**src/rtl/fifo_stream_reader_if.sv**
```systemverilog
// Signal bundle between the FIFO read port, the stream drainer and the consumer.
// The master modport belongs to the drainer; the slave modport to the FIFO/consumer side.
interface fifo_stream_reader_if #(
  parameter int DATA_WIDTH = 8
);

  logic                  fifo_empty;
  logic [DATA_WIDTH-1:0] fifo_q;
  logic                  fifo_re;
  logic                  m_valid;
  logic                  m_ready;
  logic [DATA_WIDTH-1:0] m_data;
  logic                  m_last;
  logic [1:0]            level;

  modport master (
    input  fifo_empty,
    input  fifo_q,
    input  m_ready,
    output fifo_re,
    output m_valid,
    output m_data,
    output m_last,
    output level
  );

  modport slave (
    output fifo_empty,
    output fifo_q,
    output m_ready,
    input  fifo_re,
    input  m_valid,
    input  m_data,
    input  m_last,
    input  level
  );

endinterface

```
**src/rtl/fifo_stream_reader.sv**
```systemverilog
// Read-side drainer: pops a BRAM FIFO and hides its 1-cycle read latency behind a 2-entry buffer.
// Optional frame-end marker on m_last is enabled by defining FIFO_STREAM_READER_LAST_EN.
module fifo_stream_reader #(
  parameter int DATA_WIDTH = 8,
  parameter int BURST_LEN  = 16
) (
  input  logic                clk,
  input  logic                rst,
  fifo_stream_reader_if.master bus
);

  typedef logic [DATA_WIDTH-1:0] word_t;

  // Elaboration-time guard on the parameter ranges.
  if (DATA_WIDTH < 1 || DATA_WIDTH > 16) begin : g_bad_width
    $error("fifo_stream_reader: DATA_WIDTH out of range");
  end
  if (BURST_LEN < 1 || BURST_LEN > 65535) begin : g_bad_burst
    $error("fifo_stream_reader: BURST_LEN out of range");
  end

  logic [1:0] occ_q;
  logic [1:0] occ_d;
  logic       inflight_q;
  logic       inflight_d;
  word_t      buf0_q;
  word_t      buf0_d;
  word_t      buf1_q;
  word_t      buf1_d;

  logic       valid;
  logic       pop;
  logic       re;
  logic [1:0] pend;

  // Handshake and read-enable: pend is the committed occupancy after this
  // cycle's pop and capture; a new read is only issued if it still fits.
  always_comb begin
    valid      = (occ_q != 2'd0);
    pop        = valid & bus.m_ready;
    pend       = occ_q + {1'b0, inflight_q} - {1'b0, pop};
    re         = ~rst & ~bus.fifo_empty & (pend < 2'd2);
    occ_d      = pend;
    inflight_d = re;
  end

  // Buffer update: shift on pop, then land the in-flight word in the
  // first free slot. Unused slots are kept at zero.
  always_comb begin
    buf0_d = buf0_q;
    buf1_d = buf1_q;
    if (pop) begin
      buf0_d = buf1_q;
      buf1_d = '0;
    end
    if (inflight_q) begin
      if (pend == 2'd2) begin
        buf1_d = bus.fifo_q;
      end else begin
        buf0_d = bus.fifo_q;
      end
    end
  end

  // Occupancy, in-flight flag and buffer registers.
  always_ff @(posedge clk or posedge rst) begin
    if (rst) begin
      occ_q      <= 2'd0;
      inflight_q <= 1'b0;
      buf0_q     <= '0;
      buf1_q     <= '0;
    end else begin
      occ_q      <= occ_d;
      inflight_q <= inflight_d;
      buf0_q     <= buf0_d;
      buf1_q     <= buf1_d;
    end
  end

  assign bus.fifo_re = re;
  assign bus.m_valid = valid;
  assign bus.m_data  = buf0_q;
  assign bus.level   = occ_q;

`ifdef FIFO_STREAM_READER_LAST_EN
  localparam logic [15:0] LAST_IDX = 16'(BURST_LEN - 1);

  logic [15:0] cnt_q;
  logic [15:0] cnt_d;

  // Frame counter: advances per pop, wraps after the last word of a frame.
  always_comb begin
    cnt_d = cnt_q;
    if (pop) begin
      cnt_d = (cnt_q == LAST_IDX) ? 16'd0 : cnt_q + 16'd1;
    end
  end

  // Frame counter register.
  always_ff @(posedge clk or posedge rst) begin
    if (rst) begin
      cnt_q <= 16'd0;
    end else begin
      cnt_q <= cnt_d;
    end
  end

  assign bus.m_last = valid & (cnt_q == LAST_IDX);
`else
  assign bus.m_last = 1'b0;
`endif

endmodule

```
**src/flat_wrapper.sv**
```systemverilog
// flat-port wrapper written by rule: the top's interface ports become plain ports
module fifo_stream_reader_flat 
#(
  parameter int DATA_WIDTH = 8,
  parameter int BURST_LEN  = 16
)
  (clk, rst, bus_fifo_empty, bus_fifo_q, bus_m_ready, bus_fifo_re, bus_m_valid, bus_m_data, bus_m_last, bus_level);
  fifo_stream_reader_if #(.DATA_WIDTH(DATA_WIDTH)) bus_i ();
  input  logic clk;
  input  logic rst;
  input wire logic [$bits(bus_i.fifo_empty)-1:0] bus_fifo_empty;
  input wire logic [$bits(bus_i.fifo_q)-1:0] bus_fifo_q;
  input wire logic [$bits(bus_i.m_ready)-1:0] bus_m_ready;
  output wire logic [$bits(bus_i.fifo_re)-1:0] bus_fifo_re;
  output wire logic [$bits(bus_i.m_valid)-1:0] bus_m_valid;
  output wire logic [$bits(bus_i.m_data)-1:0] bus_m_data;
  output wire logic [$bits(bus_i.m_last)-1:0] bus_m_last;
  output wire logic [$bits(bus_i.level)-1:0] bus_level;
  assign bus_i.fifo_empty = bus_fifo_empty;
  assign bus_i.fifo_q = bus_fifo_q;
  assign bus_i.m_ready = bus_m_ready;
  assign bus_fifo_re = bus_i.fifo_re;
  assign bus_m_valid = bus_i.m_valid;
  assign bus_m_data = bus_i.m_data;
  assign bus_m_last = bus_i.m_last;
  assign bus_level = bus_i.level;
  fifo_stream_reader #(.DATA_WIDTH(DATA_WIDTH), .BURST_LEN(BURST_LEN)) u_core (.clk(clk), .rst(rst), .bus(bus_i));
endmodule
```
**config.mk**
```make
export PLATFORM = sky130hd
export DESIGN_NAME = fifo_stream_reader_flat
export DESIGN_NICKNAME = d
export VERILOG_FILES = /design/src/rtl/fifo_stream_reader_if.sv /design/src/rtl/fifo_stream_reader.sv /design/src/flat_wrapper.sv
export SDC_FILE = /design/constraint.sdc
export NUM_CORES = 1
export LEC_CHECK = 0
export ABC_CLOCK_PERIOD_IN_PS = 2200
export CELL_PAD_IN_SITES_DETAIL_PLACEMENT = 1
export CELL_PAD_IN_SITES_GLOBAL_PLACEMENT = 2
export CORE_ASPECT_RATIO = 0.75
export CORE_MARGIN = 2
export CORE_UTILIZATION = 29
export DETAILED_ROUTE_END_ITERATION = 10
export PLACE_DENSITY_LB_ADDON = 0.05
export SLEW_MARGIN = 20
export SYNTH_ARGS = -nofsm -noshare
export SYNTH_HDL_FRONTEND = slang
export SYNTH_SLANG_ARGS = --single-unit
```
**constraint.sdc**
```tcl
create_clock -name clk -period 2.2 [get_ports clk]
set_input_delay 0.22 -clock clk [delete_from_list [all_inputs] [get_ports clk]]
set_output_delay 0.22 -clock clk [all_outputs]
set_load 0.05 [all_outputs]
```
==> run summary <==
Outcome - complete, no violations
DR pass1 iterations - 2
Final core occ - 42.73%
Power per standard cell area - 1342 nW/um^2
Crit-path max FO - 4
Vias per cell - 4.449
Vias in the first global route - 654
ANT nets after route - 0
Met2 Use GR - 18.59%
Root Driver - clkbuf_8
CTS tree - done
Most frequent cells in the layout - 25 x mux2i_1, 22 x clkdlybuf4s50_1, 19 x dfrtp_1
Synthesized area per cell - 11.59 sq um
Ant diodes - 0
Hold_buf cts - 0
Critical Path Sink - bus_fifo_re
Residual DRC - 0
Crit-path max cell delay - 0.53 ns
R2r startpoint - u_core.bus.level[0]
Multi-input logic area - 385.4 sq um
Fin Setup TNS - 0 ns
Crit share post-route - 92.21%
Placer Congestion - 0.6638
Grt ovf - 0
CP arrival - 1.81 ns
Insertion delay to the later sink of the worst-skew pair - 0.25 ns
Timing startpoint of the critical path - bus_m_ready
Sink Count - 19
Cell variety after synth - 18
Worst VDD drop - 0.4636 mV
Initial core utilization - 30.76%
Grt met3 use - 4.731%
Initial antenna violation count - 0
Max cap viols - 0
Instance count of the mapped netlist - 79
Cells along the critical path - clkdlybuf4s50_1 -> nand2_1 -> mux2i_1 -> ha_1 -> buf_4 -> xnor2_1 -> nor3_2 -> buf_12
Worst endpoint required time - 1.98 ns
Fillers - 344
Die Area - 3628 sq um
Final Skew - 0.002499 ns
Number of H-tree levels - 1
Hpwl dp - 1.430 mm
Final Hold Viols - 0
Syn-to-layout area delta - 38.93%
Worst slew pin tran - 0.7480 ns
Clock buffer count from CTS - 3
Final min period - 2.029 ns
Total vias in the final route - 654
Overall global routing resource usage - 12.14%
HP Class - in -> async
CP Launch Type - input pin
Largest net degree at the start of global routing - 20
Post-CTS setup buffers - 0
Port bufs - 23
Worst-case clock buffer depth - 2
Cts repair resizes - 0
RR Endpoint - u_core.bus.m_data[5]
Clock slew seen by the registers of the worst setup and hold paths - 0.07 ns
I/O pins - 25
Slowest CP cell - clkdlybuf4s50_1
Relative slew slack - 50.08%
FF-to-FF path depth - 7
Core area - 2978 sq um
DP Worst Slack - -0.06284 ns
Setup ws final - 0.1714 ns
R2R setup slack - 0.30 ns
Final Slew Violations - 0
GR Util met1 - 15.64%
Die width - 68.89 microns
GRT Max-Usage Layer - met2
Final setup violation count - 0
Register area share after synthesis - 51.91%
Mapped cell area - 915.9 sq um
Static leakage - 0.7101 nW
Reg area - 475.5 sq um
#FFs+latches synth - 19
Syn_nets - 92
RSZ-0062 raised after global routing - no
Initial DRC count - 4
Hold WS - 0.4405 ns
Num rows - 17
Fmax - 492.9 MHz
Crit Path Class - in -> out
Die Y - 52.67 microns
Ys Warns - 0
Final wirelength - 1.896 mm
Commonest non-fill, non-tap cell in the layout - mux2i_1
Global-route wire length before repair - 3.042 mm
Layout cells sized above 1 - 13.76%
Nets@finish - 123
Crit end category - output port
WL/cell - 12.90 microns
synth_stat cells:
master    instances  share of area [%]
ha_1              1                1.4
nor3_1            1               0.55
or3b_1            1               0.96
mux2i_1          25                 27
nand2b_1          2                1.4
xnor2_1           1               0.96
dfrtp_1          19                 52
or2_2             1               0.68
o21ai_2           1               0.96
nand2_1          10                4.1
and3_4            1                1.2
buf_4             2                1.6
buf_6             1                1.2
nor2_1            1               0.41
a21oi_1           1               0.55
conb_1            1               0.41
inv_1             9                3.7
nand2_2           1               0.68
per-stage QoR:
stage | power (W) | cell area, sq um | std cells
finish | 0.001708 | 1272 | 147
global route | 0.001813 | 1272 | 147
CTS | 0.001732 | 1272 | 147
detailed placement | 0.001484 | 1227 | 143
global placement | 0.001468 | 1227 | 143
floorplan | 0.001176 | 920.9 | 79
power breakdown:
| part | leakage [nW] | switching, W | internal (W) |
|---|---|---|---|
| Sequential | 0.251 | 0.0000676 | 0.000469 |
| Clock | 0.0228 | 0.000114 | 0.000129 |
| Combinational | 0.436 | 0.000572 | 0.000356 |
how the worst min path moves through the flow:
stage                     startpoint                 to  slack, ns  depth (start not counted)
floorplan                        rst   u_core.buf1_q[0]       0.17                          1
global placement    u_core.buf1_q[3]   u_core.buf1_q[3]       0.51                          2
detailed placement  u_core.buf1_q[2]   u_core.buf1_q[2]       0.52                          2
CTS                              rst   u_core.buf1_q[3]       0.46                          2
global route                     rst  u_core.inflight_q       0.51                          2
finish                           rst  u_core.inflight_q       0.44                          2
routing by layer:
| metal | up-vias | wire [microns] |
|---|---|---|
| met4 | 0 | 9 |
| met3 | 2 | 119 |
| met2 | 21 | 814 |
| li1 | 316 | - |
| met1 | 315 | 953 |
| met5 | - | 0 |
sequential cells by signal (all words and copies together) (netlist names):
register,cells
u_core.buf1_q,8
u_core.inflight_q,1
u_core.bus.level,2
u_core.bus.m_data,8
cells by family (layout without fill, tap and decap cells):
group	after synthesis	count (layout)	share of synthesized area [%]
muxes	25	25	27.32
adders and majority gates	1	1	1.366
DFF	19	19	51.91
AOI/OAI and AO/OA	2	2	1.502
buffers and inverters	12	42	6.557
and+or+nand+nor	18	18	9.973
xor gates and xnor gates	1	1	0.9565
other	1	1	0.4094
area by class of cell:
cell class / instances / area share (%)
Clock buffer: 4 / 3.540
Inverter: 9 / 2.655
Multi-Input combinational cell: 48 / 30.29
Sequential cell: 19 / 37.36
Tap cell: 38 / 3.736
Timing Repair Buffer: 29 / 22.42
worst max-delay path: cells and delay by family:
family / cells / cell delay, ns
buffers and inverters: 3 / 0.83
XOR/XNOR: 1 / 0.10
multiplexers: 1 / 0.14
AND/OR/NAND/NOR: 2 / 0.30
adder cells (fa/ha/maj): 1 / 0.19
Power figures use the tool's default switching activity.
